**src/rtl/uart_tx_fifo.sv**
```systemverilog
// uart_tx_fifo: buffered 8N1 UART transmitter behind a small byte FIFO.
// Ports: CLK, reset (async, active-high); DataIn/DataInValid/DataInReady
//   write side; SOut serial line (idles high); TxBusy frame-or-queue flag;
//   FifoCount bytes queued, not counting the byte being shifted.
module uart_tx_fifo #(
   parameter int CLOCK_FREQ = 50_000_000,
   parameter int BAUD_RATE  = 115_200,
   parameter int FIFO_DEPTH = 8
) (
   input  logic                        CLK,
   input  logic                        reset,
   input  logic [7:0]                  DataIn,
   input  logic                        DataInValid,
   output logic                        DataInReady,
   output logic                        SOut,
   output logic                        TxBusy,
   output logic [$clog2(FIFO_DEPTH):0] FifoCount
);

   localparam int BIT_CYCLES = CLOCK_FREQ / BAUD_RATE;
   localparam int CW = (BIT_CYCLES > 1) ? $clog2(BIT_CYCLES) : 1;
   localparam int PW = $clog2(FIFO_DEPTH);
   localparam int NW = PW + 1;
   localparam logic [CW-1:0] BIT_LAST = CW'(BIT_CYCLES - 1);
   localparam logic [NW-1:0] FULL = NW'(FIFO_DEPTH);

   typedef enum logic {IDLE, SHIFT} state_t;

   state_t        state;
   state_t        state_n;
   logic [7:0]    mem [FIFO_DEPTH];
   logic [PW-1:0] wptr;
   logic [PW-1:0] rptr;
   logic [NW-1:0] count;
   logic [9:0]    shift;
   logic [9:0]    shift_n;
   logic [CW-1:0] bit_cnt;
   logic [CW-1:0] bit_cnt_n;
   logic [3:0]    bit_idx;
   logic [3:0]    bit_idx_n;
   logic          sout;
   logic          sout_n;
   logic          push;
   logic          pop;
   logic          have_data;
   logic          bit_end;
   logic          frame_end;

   assign have_data   = (count != '0);
   assign DataInReady = (count != FULL);
   assign push        = DataInValid && DataInReady;
   assign bit_end     = (bit_cnt == BIT_LAST);
   assign frame_end   = bit_end && (bit_idx == 4'd9);

   assign SOut      = sout;
   assign TxBusy    = (state == SHIFT) || have_data;
   assign FifoCount = count;

   always_ff @(posedge CLK) begin
      if (push) mem[wptr] <= DataIn;
   end

   always_ff @(posedge CLK or posedge reset) begin
      if (reset) begin
         wptr  <= '0;
         rptr  <= '0;
         count <= '0;
      end else begin
         if (push) wptr <= wptr + PW'(1);
         if (pop)  rptr <= rptr + PW'(1);
         case ({push, pop})
            2'b10:   count <= count + NW'(1);
            2'b01:   count <= count - NW'(1);
            default: count <= count;
         endcase
      end
   end

   always_ff @(posedge CLK or posedge reset) begin
      if (reset) state <= IDLE;
      else       state <= state_n;
   end

   always_comb begin
      state_n = state;
      unique case (state)
         IDLE:  if (have_data) state_n = SHIFT;
         SHIFT: if (frame_end && !have_data) state_n = IDLE;
      endcase
   end

   // Frame datapath; the line register is loaded from the next shift value
   // so the start bit appears on the edge that pops the byte.
   always_comb begin
      pop       = 1'b0;
      shift_n   = shift;
      bit_cnt_n = bit_cnt;
      bit_idx_n = bit_idx;
      unique case (state)
         IDLE: begin
            if (have_data) begin
               pop       = 1'b1;
               shift_n   = {1'b1, mem[rptr], 1'b0};
               bit_cnt_n = '0;
               bit_idx_n = '0;
            end
         end
         SHIFT: begin
            if (frame_end && have_data) begin
               pop       = 1'b1;
               shift_n   = {1'b1, mem[rptr], 1'b0};
               bit_cnt_n = '0;
               bit_idx_n = '0;
            end else if (bit_end) begin
               shift_n   = {1'b1, shift[9:1]};
               bit_cnt_n = '0;
               bit_idx_n = bit_idx + 4'd1;
            end else begin
               bit_cnt_n = bit_cnt + CW'(1);
            end
         end
      endcase
      sout_n = (state_n == SHIFT) ? shift_n[0] : 1'b1;
   end

   always_ff @(posedge CLK or posedge reset) begin
      if (reset) begin
         shift   <= '1;
         bit_cnt <= '0;
         bit_idx <= '0;
         sout    <= 1'b1;
      end else begin
         shift   <= shift_n;
         bit_cnt <= bit_cnt_n;
         bit_idx <= bit_idx_n;
         sout    <= sout_n;
      end
   end

endmodule

```
**config.mk**
```make
export PLATFORM = sky130hd
export DESIGN_NAME = uart_tx_fifo
export DESIGN_NICKNAME = d
export VERILOG_FILES = /design/src/rtl/uart_tx_fifo.sv
export SDC_FILE = /design/constraint.sdc
export NUM_CORES = 1
export LEC_CHECK = 0
export CAP_MARGIN = 40
export CORE_MARGIN = 3
export CORE_UTILIZATION = 40
export CTS_BUF_LIST = sky130_fd_sc_hd__clkbuf_4 sky130_fd_sc_hd__clkbuf_8
export DETAILED_ROUTE_END_ITERATION = 8
export SYNTH_ARGS = -nofsm -noshare
export SYNTH_HDL_FRONTEND = slang
export SYNTH_SLANG_ARGS = --single-unit
```
**constraint.sdc**
```tcl
create_clock -name CLK -period 2.8 [get_ports CLK]
set_input_delay 0.28 -clock CLK [delete_from_list [all_inputs] [get_ports CLK]]
set_output_delay 0.28 -clock CLK [all_outputs]
set_load 0.005 [all_outputs]
```
# Word level (Yosys, flattened, before mapping)
# Memories as Yosys holds them, arrays and structs flattened.
# Cells that the tools add are included.
# totals
regBits	35
ram_bits	64
elab_cells	54
mem_count	1
# mem_list
name	words	word_bits	read_ports	rd_ports_with_merged_regs	wr	line	rtl
mem	8	8	1	0	1	31	logic [7:0] mem [FIFO_DEPTH];
# classes
add_sub_neg	6
eq_ne	7
n_mux	21
n_bitwise	1
reduce_logical	9
# op_table
cell	count
10-bit two-way mux	3
9-bit two-way mux	3
10-bit one-hot mux with 2 select lines	1
9-bit one-hot mux with 2 select lines	1
4-bit one-hot mux with 2 select lines	2
4-bit two-way mux	3
9-bit by 1-bit adder with 9-bit output (second input constant)	1
9-bit equality test (second input constant)	1
4-bit by 1-bit adder with 4-bit output (second input constant)	2
3-bit by 1-bit adder with 3-bit output (second input constant)	2
1-bit two-way mux	6
4-bit equality test (second input constant)	1
1-bit logical AND	4
4-bit inequality test (second input constant)	1
1-bit one-hot mux with 2 select lines	2
4-bit nonzero test	1
4-bit by 1-bit subtractor with 4-bit output (second input constant)	1
3-bit by 1-bit inequality test with 1-bit output (second input constant)	1
2-bit by 1-bit equality test with 1-bit output (second input constant)	1
2-bit equality test (second input constant)	1
2-bit inequality test (second input constant)	1
2-bit AND reduction	1
2-bit nonzero test	1
1-bit logical NOT	1
2 further kinds	2

# Logic depth before layout (Yosys ltp)
# Gate-level depths: netlist of run 1.
# logic_depth
ltp_word	7
mapped_depth	12
mapped_depth_nobuf	12

# Least setup slack after synthesis of run 1
# No wires, ideal clock.
# synth_timing
path_type	register -> register
startpoint	register count[1], in the netlist FifoCount[1]
endpoint	register count[2], in the netlist FifoCount[2]
setup_ns	0.130
arrival_time_ns	2.389
required_ns	2.670
path_slack_ns	0.282
stages_incl_launch_ff	11
path_cell_list	dfrtp_1 -> buf_6 -> or4b_2 -> nand2_1 -> ha_1 -> xor2_1 -> ha_1 -> a21oi_1 -> xor2_1 -> nor2_1 -> xor2_1
# synth_via
word_cells_on_any_way	13
# synth_lines
element	line	rtl
start: declaration	34	logic [NW-1:0] count;
start signal: assignment	72	2'b10: count <= count + NW'(1);
start signal: assignment	73	2'b01: count <= count - NW'(1);
start signal: assignment	74	default: count <= count;
4-bit inequality test *	50	assign DataInReady = (count != FULL);
named net DataInReady	14	output logic DataInReady,
1-bit logical AND *	51	assign push = DataInValid && DataInReady;
2-bit by 1-bit equality test with 1-bit output or 2-bit equality test (tied branches)	71	case ({push, pop})
4-bit one-hot mux with 2 select lines or 2-bit nonzero test (tied branches)	n/a	
# Mark *: on every way through the listed nets, which the timed path passes. The rest lies on a longest branch.
# A chain may end at the register's enable or synchronous reset.

# Worst setup path in the final report of run 1
# layout_timing
startpoint	register count[1], in the netlist FifoCount[1]
endpoint	output TxBusy
# layout_via
elab_chain_cells	2
# layout_lines
element	line	rtl
4-bit nonzero test	49	assign have_data = (count != '0);
1-bit logical OR	56	assign TxBusy = (state == SHIFT) || have_data;
end: declaration	16	output logic TxBusy,
# No other way between the ends.

==> results.ini, run 1 <==
[outcome]
status=completed

[timing]
finalMaxSlewViolations=0
max_freq_mhz=386.0
setup_viol=0
maxSlewHeadroom_pct=53.00
skew_ns=0.01330
post-route-period-util_pct=92.53
rsz0062_at_grt=no
worstMarginPinSlew_ns=0.7025
setup_tns_ns=0
fin_crit_ns=2.591
hold_viol=0

[floorplan]
core_region_area_um2=10510
start_util_pct=41.79
dieArea_um2=12270
rows=37
fp.dieW_um=110.8
num_io_pins=18
die_h_um=110.8

[synthesis]
syn_inst=299
synth-edff-count=64
synthDistinctLibCells=50
synth-async-reset-ratio_pct=35.35
yosysWarnings=0
synth_top_cell_area_share_pct=43.76
ys_seq_elements=99
synth_area_leaders=edfxtp_1 44%, dfrtp_1 14%, mux4_2 8.2%
avgSynthCellArea_um2=14.69
synth_seq_area_share_pct=64.02
synth.net_count=319
synth_top_flop_cell=edfxtp_1
synth_area_um2=4392
synth_largest_area_cell=edfxtp_1

[critical_path]
r2r.worst_path.cells=9
rr_startpoint=FifoCount[2]
critPathSlowestCell=or4_4
r2r_slack_ns=0.21
cp_data_arrival_time_ns=2.31
r2r-end=FifoCount[2]
slowest_delay_ns=0.59
required_ns=2.52
crit_type=flop to primary output
critPathMaxFanout=9
end_kind=primary output
startpoint_type=flop
path_cells=buf_4, or4_4, nor2_4, inv_2, clkdlybuf4s50_1

[clock_network]
insertion_delay_ns=0.37
cts_tree=built
cts_buffers=9
cts_sinks=99
htreeDepth=3
post_cts_buffers=0
cts_buffer_depth=2
path_clk_slew_ns=0.10
root_buffer=clkbuf_8

[detailed_routing]
routedWlPerCell_um=17.51
ant_nets=0
dr.pass1.iters=5
drt_iter0_drc=180
drc_errors=0
drt-total-wl_mm=8.353
num_vias=2559
viasPerCell=5.365

[placement]
hpwl_mm=5.658
dpl-instance-area_um2=4822
place_congestion=0.7733
io_buffers=17

[global_route]
antenna_found_initial=0
grt_usage_pct=14.41
gr-total-overflow=0
grt_pass1_wl_mm=13.92
grt_start_max_net_pins=36
grt_pass1_vias=2622

[cells_and_area]
design_area_um2=5014
n_antenna_cell=0
fin_nets=356
fillCellCount=879
syn_to_final_growth_pct=14.16
layout-drive-gt1-share_pct=24.05

[pwr]
p_leak_nw=1.790
ir_worst_vdd_uv=570.9
p_per_area_nw_per_um2=768.3

[job]
max_cap_violations=0

[worst_hold_path]
worstHoldPathType=primary input to asynchronous set/reset pin

critical path: cells and delay by family (launching register included):
family	cells	cell delay, ns
flops	1	0.39
buf+inv	3	0.75
simple gates	2	0.80
cells in the mapped netlist, types with 2 or more instances:
master / count
a21o_1: 2
a21oi_1: 22
a31oi_1: 4
and2_1: 2
and3_1: 3
buf_2: 3
clkbuf_1: 4
dfrtp_1: 24
dfstp_2: 11
edfxtp_1: 64
ha_1: 9
inv_1: 6
mux2_2: 11
mux2i_1: 2
mux4_2: 16
nand2_1: 22
nand2b_1: 5
nand3_1: 4
nand3b_1: 2
nand4_1: 3
nor2_1: 14
nor3_1: 4
nor3b_1: 3
nor4_1: 3
o21ai_0: 14
o22ai_1: 3
o2bb2ai_1: 8
xnor2_1: 2
xor2_1: 8
power by group:
| part | total [mW] | switching [mW] | internal [mW] |
|---|---|---|---|
| Combinational | 0.912 | 0.438 | 0.475 |
| Sequential | 2.06 | 0.202 | 1.86 |
| Clock | 0.879 | 0.524 | 0.354 |
| Total | 3.85 | 1.16 | 2.69 |
logic make-up (layout without fill, tap and decap cells):
kind of cell	count (synthesis)	in the layout	synth area share, %
buffers and inverters	16	58	1.624
xor gates and xnor gates	10	10	1.994
and+or+nand+nor	75	75	9.402
DFF	99	99	64.02
muxes	29	29	11.48
AOI/OAI and AO/OA	61	61	8.918
adders and majority gates	9	9	2.564
per-stage QoR:
| stage | utilization (%) | setup WS [ns] | power, mW | std cells | hold slack [ns] |
|---|---|---|---|---|---|
| after floorplan | - | 0.2815 | 2.664 | 299 | 0.3789 |
| after global placement | 45.67 | 0.2646 | 2.989 | 458 | 0.4824 |
| after detailed placement | 45.89 | 0.2263 | 3.020 | 461 | 0.4867 |
| after CTS | 47.65 | 0.1740 | 3.908 | 477 | 0.3040 |
| after global routing | 47.71 | 0.06508 | 4.088 | 477 | 0.3579 |
| final | 47.71 | 0.2092 | 3.852 | 477 | 0.3108 |
final cells by class:
cell class | count | area, um^2 | area share (%)
clock buffer | 10 | 131.4 | 2.620
clock inverter | 6 | 53.80 | 1.073
inverter | 7 | 26.28 | 0.5241
multi-input combinational | 184 | 1515 | 30.22
sequential | 99 | 2811 | 56.08
tap | 136 | 170.2 | 3.394
timing repair buffer | 35 | 305.3 | 6.089
cells in the final DEF, fill, tap and decap left out, types with 4 or more instances in the layout:
cell and count:
nor2_1 14, mux2_2 11, clkdlybuf4s50_1 17, ha_1 9, xor2_1 8, o21ai_0 14
nor3_1 4, edfxtp_1 64, buf_4 18, o2bb2ai_1 8, inv_1 6, clkbuf_8 9
nand2_1 22, a21oi_1 22, dfrtp_1 24, nand3_1 4, dfstp_2 11, nand2b_1 5
mux4_2 16
layer usage:
metal,global-route usage [%],routed length (um),part of all wire [%]
met1,18.88,3782,45
met2,23.67,4238,51
met3,3.548,249,3.0
met4,4.598,82,0.98
met5,0,0,0
worst max-delay path by stage:
stage                             from            to  slack (ns)  depth (start not counted)
after floorplan           FifoCount[1]  FifoCount[2]        0.28                         10
after global placement    FifoCount[2]  FifoCount[2]        0.26                          9
after detailed placement  FifoCount[2]  FifoCount[2]        0.23                          9
after CTS                 FifoCount[1]        TxBusy        0.17                          5
after global routing        bit_idx[0]  FifoCount[3]        0.07                         10
final                     FifoCount[1]        TxBusy        0.21                          5
sequential cells by signal, summed over array words and instances, names as in the netlist:
register / flops
shift: 10
bit_idx: 4
FifoCount: 4
mem: 64
rptr: 3
wptr: 3
bit_cnt: 9
SOut: 1
state: 1
what timing repair did:
| action | in CTS | in global routing |
|---|---|---|
| hold buffers | 0 | 0 |
| resized for setup | 0 | 1 |
| hold endpoints to repair | 0 | 0 |
| endpoints found under the setup margin | 0 | 1 |
Power figures use the tool's default switching activity.
==> inputs of run 2 (changes only) <==
--- a/constraint.sdc
+++ b/constraint.sdc
@@ -3,2 +3,2 @@
 set_output_delay 0.28 -clock CLK [all_outputs]
-set_load 0.005 [all_outputs]
+set_load 0.01 [all_outputs]
==> results of run 2 <==
Same layout as run 1 (identical final DEF). Status: completed.
Main changes from that run: setup slack after layout 0.2092 ns -> 0.1751 ns; total power 3.852 mW -> 3.866 mW
